**src/rtl/dds_period_detector.sv**
```systemverilog
`default_nettype none
// +--------------------------------------------------------------------------+
// | dds_period_detector                                                      |
// | Hysteretic rising-zero-crossing period meter with lock tracking and a    |
// | valid/ready period output. Optional FSK decode: DDS_PERIOD_FSK_EN.       |
// | Revision: 1.0                                                            |
// +--------------------------------------------------------------------------+
module dds_period_detector #(
  parameter int PW     = 12,
  parameter int HYST   = 16,
  parameter int LOCK_N = 4,
  parameter int TOL    = 1
`ifdef DDS_PERIOD_FSK_EN
  ,
  parameter int FSK_THRESH = 200
`endif
) (
  input  logic          clk,
  input  logic          rst,
  input  logic [8:0]    sample_in,
  input  logic          sample_valid,
  output logic [PW-1:0] period_out,
  output logic          period_valid,
  input  logic          period_ready,
  output logic          locked,
  output logic          timeout,
  output logic          overrun
`ifdef DDS_PERIOD_FSK_EN
  ,
  output logic          fsk_bit,
  output logic          fsk_valid
`endif
);

  localparam int MW = $clog2(LOCK_N + 1);

  localparam logic [1:0] c_st_seek     = 2'd0;
  localparam logic [1:0] c_st_arm0     = 2'd1;
  localparam logic [1:0] c_st_wait_neg = 2'd2;
  localparam logic [1:0] c_st_wait_pos = 2'd3;

  localparam logic signed [9:0] c_hyst_pos = 10'(HYST);
  localparam logic signed [9:0] c_hyst_neg = -c_hyst_pos;
  localparam logic [PW-1:0]     c_cnt_max  = '1;
  localparam logic [PW-1:0]     c_cnt_one  = PW'(1);
  localparam logic [PW:0]       c_tol      = (PW+1)'(TOL);
  localparam logic [MW-1:0]     c_lock_n   = MW'(LOCK_N);
  localparam logic [MW-1:0]     c_mcnt_one = MW'(1);

  logic [1:0]    state_q, state_d;
  logic [PW-1:0] cnt_q, cnt_d;
  logic [PW-1:0] prev_q, prev_d;
  logic          have_prev_q, have_prev_d;
  logic [MW-1:0] match_q, match_d;
  logic          locked_q, locked_d;
  logic [PW-1:0] period_out_q;
  logic          period_valid_q;
  logic          timeout_q;
  logic          overrun_q;

  logic signed [9:0] w_smp;
  logic              w_neg;
  logic              w_pos;
  logic              w_cnt_sat;
  logic              w_done;
  logic              w_tmo;
  logic [PW:0]       w_diff;
  logic [PW:0]       w_absdiff;
  logic              w_match;
  logic              w_load;
  logic              w_drop;

  assign w_smp     = $signed({sample_in[8], sample_in});
  assign w_neg     = sample_valid && (w_smp <= c_hyst_neg);
  assign w_pos     = sample_valid && (w_smp >= c_hyst_pos);
  assign w_cnt_sat = (cnt_q == c_cnt_max);

  // State register
  always_ff @(posedge clk) begin
    if (!rst) begin
      state_q <= c_st_seek;
    end else begin
      state_q <= state_d;
    end
  end

  // Next state: a saturated counter wins over arming, a rising crossing wins over saturation
  always_comb begin
    state_d = state_q;
    if (sample_valid) begin
      case (state_q)
        c_st_seek:     if (w_neg) state_d = c_st_arm0;
        c_st_arm0:     if (w_pos) state_d = c_st_wait_neg;
        c_st_wait_neg: begin
          if (w_cnt_sat)  state_d = c_st_seek;
          else if (w_neg) state_d = c_st_wait_pos;
        end
        c_st_wait_pos: begin
          if (w_pos)          state_d = c_st_wait_neg;
          else if (w_cnt_sat) state_d = c_st_seek;
        end
        default:       state_d = c_st_seek;
      endcase
    end
  end

  // FSM outputs: sample counter, period completion and timeout events
  always_comb begin
    cnt_d  = cnt_q;
    w_done = 1'b0;
    w_tmo  = 1'b0;
    if (sample_valid) begin
      case (state_q)
        c_st_arm0: begin
          if (w_pos) cnt_d = c_cnt_one;
        end
        c_st_wait_neg: begin
          if (w_cnt_sat) begin
            w_tmo = 1'b1;
            cnt_d = '0;
          end else begin
            cnt_d = cnt_q + c_cnt_one;
          end
        end
        c_st_wait_pos: begin
          if (w_pos) begin
            w_done = 1'b1;
            cnt_d  = c_cnt_one;
          end else if (w_cnt_sat) begin
            w_tmo = 1'b1;
            cnt_d = '0;
          end else begin
            cnt_d = cnt_q + c_cnt_one;
          end
        end
        default: cnt_d = cnt_q;
      endcase
    end
  end

  assign w_diff    = {1'b0, cnt_q} - {1'b0, prev_q};
  assign w_absdiff = w_diff[PW] ? -w_diff : w_diff;
  assign w_match   = (w_absdiff <= c_tol);

  // Lock tracking sees every completed period, including ones the output drops
  always_comb begin
    prev_d      = prev_q;
    have_prev_d = have_prev_q;
    match_d     = match_q;
    locked_d    = locked_q;
    if (w_tmo) begin
      have_prev_d = 1'b0;
      match_d     = '0;
      locked_d    = 1'b0;
    end else if (w_done) begin
      prev_d      = cnt_q;
      have_prev_d = 1'b1;
      if (have_prev_q) begin
        if (!w_match)                match_d = '0;
        else if (match_q != c_lock_n) match_d = match_q + c_mcnt_one;
      end
      locked_d = (match_d == c_lock_n);
    end
  end

  assign w_load = w_done && (!period_valid_q || period_ready);
  assign w_drop = w_done && period_valid_q && !period_ready;

  always_ff @(posedge clk) begin
    if (!rst) begin
      cnt_q          <= '0;
      prev_q         <= '0;
      have_prev_q    <= 1'b0;
      match_q        <= '0;
      locked_q       <= 1'b0;
      period_out_q   <= '0;
      period_valid_q <= 1'b0;
      timeout_q      <= 1'b0;
      overrun_q      <= 1'b0;
    end else begin
      cnt_q       <= cnt_d;
      prev_q      <= prev_d;
      have_prev_q <= have_prev_d;
      match_q     <= match_d;
      locked_q    <= locked_d;
      timeout_q   <= w_tmo;
      if (w_load) begin
        period_out_q   <= cnt_q;
        period_valid_q <= 1'b1;
      end else if (period_valid_q && period_ready) begin
        period_valid_q <= 1'b0;
      end
      if (w_drop) overrun_q <= 1'b1;
    end
  end

  assign period_out   = period_out_q;
  assign period_valid = period_valid_q;
  assign locked       = locked_q;
  assign timeout      = timeout_q;
  assign overrun      = overrun_q;

`ifdef DDS_PERIOD_FSK_EN
  logic fsk_bit_q;
  logic fsk_valid_q;
  logic w_fsk_short;

  assign w_fsk_short = ({{(32-PW){1'b0}}, cnt_q} < 32'(FSK_THRESH));

  // Decision uses the lock state held before this period updates it
  always_ff @(posedge clk) begin
    if (!rst) begin
      fsk_bit_q   <= 1'b0;
      fsk_valid_q <= 1'b0;
    end else begin
      fsk_valid_q <= w_done && locked_q;
      if (w_done && locked_q) fsk_bit_q <= w_fsk_short;
    end
  end

  assign fsk_bit   = fsk_bit_q;
  assign fsk_valid = fsk_valid_q;
`endif

endmodule
`default_nettype wire

```
**config.mk**
```make
export PLATFORM = sky130hd
export DESIGN_NAME = dds_period_detector
export DESIGN_NICKNAME = d
export VERILOG_FILES = /design/src/rtl/dds_period_detector.sv
export SDC_FILE = /design/constraint.sdc
export NUM_CORES = 1
export LEC_CHECK = 0
export ABC_CLOCK_PERIOD_IN_PS = 4500
export CORE_UTILIZATION = 40
export DETAILED_ROUTE_END_ITERATION = 10
export DONT_BUFFER_PORTS = 1
export HOLD_SLACK_MARGIN = 0.03
export PLACE_DENSITY = 0.63
export SLEW_MARGIN = 20
export SYNTH_ARGS = -nofsm -noshare
export SYNTH_HDL_FRONTEND = slang
export SYNTH_SLANG_ARGS = --single-unit
```
**constraint.sdc**
```tcl
create_clock -name clk -period 4.5 [get_ports clk]
set_input_delay 0.9 -clock clk [delete_from_list [all_inputs] [get_ports clk]]
set_output_delay 0.9 -clock clk [all_outputs]
set_load 0.02 [all_outputs]
```
==> impl_metrics.yaml <==
run_status:
  status: "complete, no violations"
worst_setup_path:
  cp_max_fo: 7
  worst_ep_arrival_time_ns: 3.75
  r2r_end: "match_q[0]$_SDFFE_PP0P_"
  cp_slowest_cell: "dfxtp_1"
  startpoint_type: "flop"
  path_cells: "inv_1, ha_1, fa_1, nand2b_1, a211oi_1, nor2_1, xnor2_1, or3_1, o211a_1, o32ai_2, a2111oi_1, a31o_1"
  cp-startpoint: "cnt_q[0]$_SDFFE_PN0P_"
  reg2regPathDepth: 12
  path_class: "flop to flop"
  endpoint_kind: "flop"
  r2r_slack_ns: 0.96
  rr_startpoint: "cnt_q[0]$_SDFFE_PN0P_"
  required_ns: 4.71
  max_stage_delay_ns: 0.45
sta:
  fmax_mhz: 283
  tightest_slew_ns: 0.872
  maxSlewViolCount: 0
  relSlewSlack_pct: 41.1
  grt_setup_unrepaired: "false"
  timing.final.ws_setup_ns: 0.960
  fin_hold_ws_ns: 0.467
  post-route-period-util_pct: 78.7
  final.min_clock_period_ns: 3.54
  setup_violations: 0
  final.setup.tns_ns: 0
  hold_viol: 0
  fin_skew_ns: 0.00411
cells_and_area:
  drive_gt1_share_pct: 6.23
  area_growth_pct: 6.63
  multiInputGateArea_mm2: 0.00188
  layout.area.seq_um2: 921
  finalNetCount: 398
  n_antenna_cell: 0
  fillers: 693
floorplan:
  row_count: 30
  core_mm2: 0.00694
  die-area_mm2: 0.00770
  die_w_um: 87.8
  start_util_pct: 42.4
  die_h_um: 87.8
  io_pins: 29
logic_synthesis:
  synth-async-reset-ratio_pct: 0
  yosysUniqueCellTypes: 58
  syn_area_per_cell_um2: 7.87
  yosysSeqAreaShare_pct: 31.3
  synthesis.instances: 374
  syn_area_mm2: 0.00294
  synth-main-ff-cell: "dfxtp_1"
  yosys_warnings: 0
  yosys_register_bits: 46
  syn-num-nets: 404
  synth-edff-count: 0
routing:
  viasPerCell: 5.40
  vias: 2513
  drc_errors: 0
  first_pass_iters: 4
  routedWlPerCell_um: 13.6
  drt-initial-drc-count: 97
  routed_wl_um: 6300
  ant_nets: 0
clocking:
  clock_path_buffers: 2
  cts_resized: 0
  cts_tree: "yes"
  clk_pin_slew_ns: 0.10
  holdBufCountCts: 0
  cts_inserted_buffers: 5
  clk_latency_ns: 0.30
  cts.sinks: 46
  cts_max_level: 2
  cts_setup_buffers: 0
  root_buffer: "clkbuf_8"
worst_hold_path:
  hold_class: "flop to flop"
  min_path_cells: 2
  hold_end: "prev_q[11]$_SDFFE_PN0P_"
  worstHoldStart: "prev_q[11]$_SDFFE_PN0P_"
global_route:
  track_usage_pct: 17.9
  antenna_found_initial: 0
  gr-total-overflow: 0
  grt_pass1_vias: 2363
  grt_max_degree: 33
  grt_pass1_wl_um: 10900
place:
  gp_congestion: 0.815
  dp_slack_ns: 0.964
  place_hpwl_um: 4660
  port_buffers: 0
run:
  cap_viol_max_count: 0
power:
  vdd_drop_max_mv: 0.176
  leakagePower_uw: 0.00116
  power.density_mw_per_mm2: 242
## metal layers
layer	global-route usage, %	vias to the layer above	wire [um]
li1	-	1308	-
met1	23.4	1160	3150
met2	30.4	37	2900
met3	3.30	8	190
met4	4.17	0	64
met5	0	-	0
## synthesized netlist by cell type, types with 2 or more instances
| master | instances | share of area [%] |
|---|---|---|
| a211oi_1 | 6 | 1.5 |
| o41ai_1 | 2 | 0.60 |
| xnor2_1 | 7 | 2.1 |
| o21ai_0 | 9 | 1.5 |
| nor4_1 | 6 | 1.3 |
| o211ai_1 | 2 | 0.51 |
| nor3_1 | 6 | 1.0 |
| inv_1 | 23 | 2.9 |
| o22ai_1 | 3 | 0.64 |
| dfxtp_1 | 46 | 31 |
| and2_1 | 5 | 1.1 |
| clkbuf_1 | 14 | 1.8 |
| o31ai_1 | 3 | 0.77 |
| nand4_1 | 2 | 0.43 |
| or3_1 | 4 | 0.85 |
| nor3b_1 | 3 | 0.77 |
| nand2_1 | 72 | 9.2 |
| o21a_1 | 6 | 1.5 |
| o21ai_1 | 2 | 0.34 |
| nor2_1 | 29 | 3.7 |
| nand2b_1 | 6 | 1.3 |
| o211a_1 | 3 | 1.0 |
| xor2_1 | 9 | 2.7 |
| a211oi_2 | 2 | 0.85 |
| o2111ai_1 | 2 | 0.60 |
| a21o_1 | 7 | 1.8 |
| a21oi_1 | 9 | 1.5 |
| a21boi_0 | 26 | 6.6 |
| a31oi_1 | 5 | 1.1 |
| o32a_1 | 2 | 0.68 |
| and3_1 | 3 | 0.64 |
| nand3_1 | 8 | 1.4 |
| and4_1 | 2 | 0.60 |
| ha_1 | 16 | 6.8 |
## how the worst max path moves through the flow
stage                         endpoint  slack (ns)  cells past startpoint
2_1_floorplan      locked$_SDFFE_PP0P_        1.31                     12
3_3_place_gp   match_q[0]$_SDFFE_PP0P_        1.10                     12
3_5_place_dp   match_q[0]$_SDFFE_PP0P_        0.96                     12
4_1_cts        match_q[0]$_SDFFE_PP0P_        0.94                     12
5_1_grt        match_q[0]$_SDFFE_PP0P_        0.70                     12
6_report       match_q[0]$_SDFFE_PP0P_        0.96                     12
## stage by stage
| stage | area (um2) | power (uW) | utilization (%) | cells |
|---|---|---|---|---|
| 2_1_floorplan | 2940 | 437 | - | 374 |
| 3_3_place_gp | 3020 | 439 | 43.5 | 457 |
| 3_5_place_dp | 3020 | 439 | 43.5 | 457 |
| 4_1_cts | 3140 | 767 | 45.2 | 465 |
| 5_1_grt | 3140 | 783 | 45.2 | 465 |
| 6_report | 3140 | 761 | 45.2 | 465 |
## worst max-delay path, delay by kind of cell (launching register included)
kind                       cells  cell delay (ns)
adders and majority gates      2             0.67
buffers and inverters          1             0.08
AOI/OAI and AO/OA              5             1.34
DFF                            1             0.45
xor gates and xnor gates       1             0.21
and+or+nand+nor                3             0.69
## layout make-up
class / count / share of cell area (%)
Multi-Input combinational cell: 290 / 59.8
Tap cell: 96 / 3.83
Inverter: 23 / 2.75
Clock buffer: 5 / 2.19
Timing Repair Buffer: 2 / 0.478
Sequential cell: 46 / 29.3
Clock inverter: 3 / 1.56
## kinds of logic after synthesis
logic type      after synthesis  synth area share (%)
simple gates                154                  25.0
compound gates              101                  25.6
flops                        46                  31.3
buf+inv                      38                  4.89
xor+xnor                     17                  5.31
fa+ha+maj                    17                  7.48
mux                           1                 0.383
## state kept, by name (all words and copies together), names as in the netlist
signal	cells
cnt_q	12
period_out	12
prev_q	12
match_q	3
state_q	2
have_prev_q	1
locked	1
overrun	1
period_valid	1
timeout	1
## cells in the final DEF, fill, tap and decap left out, types with 7 or more instances in the layout
master    count
inv_1        23
nand3_1       8
a21boi_0     26
xor2_1        9
nand2_1      72
a21oi_1       9
ha_1         16
a21o_1        7
o21ai_0       9
xnor2_1       7
nor2_1       29
dfxtp_1      46
## where the power goes
part	leakage, uW	internal (uW)	switching, uW
combinational	0.000735	9.32	10.6
sequential	0.000371	408	1.67
clock	0.0000563	170	161
total	0.00116	587	174
(Power assumes the default switching activity.)
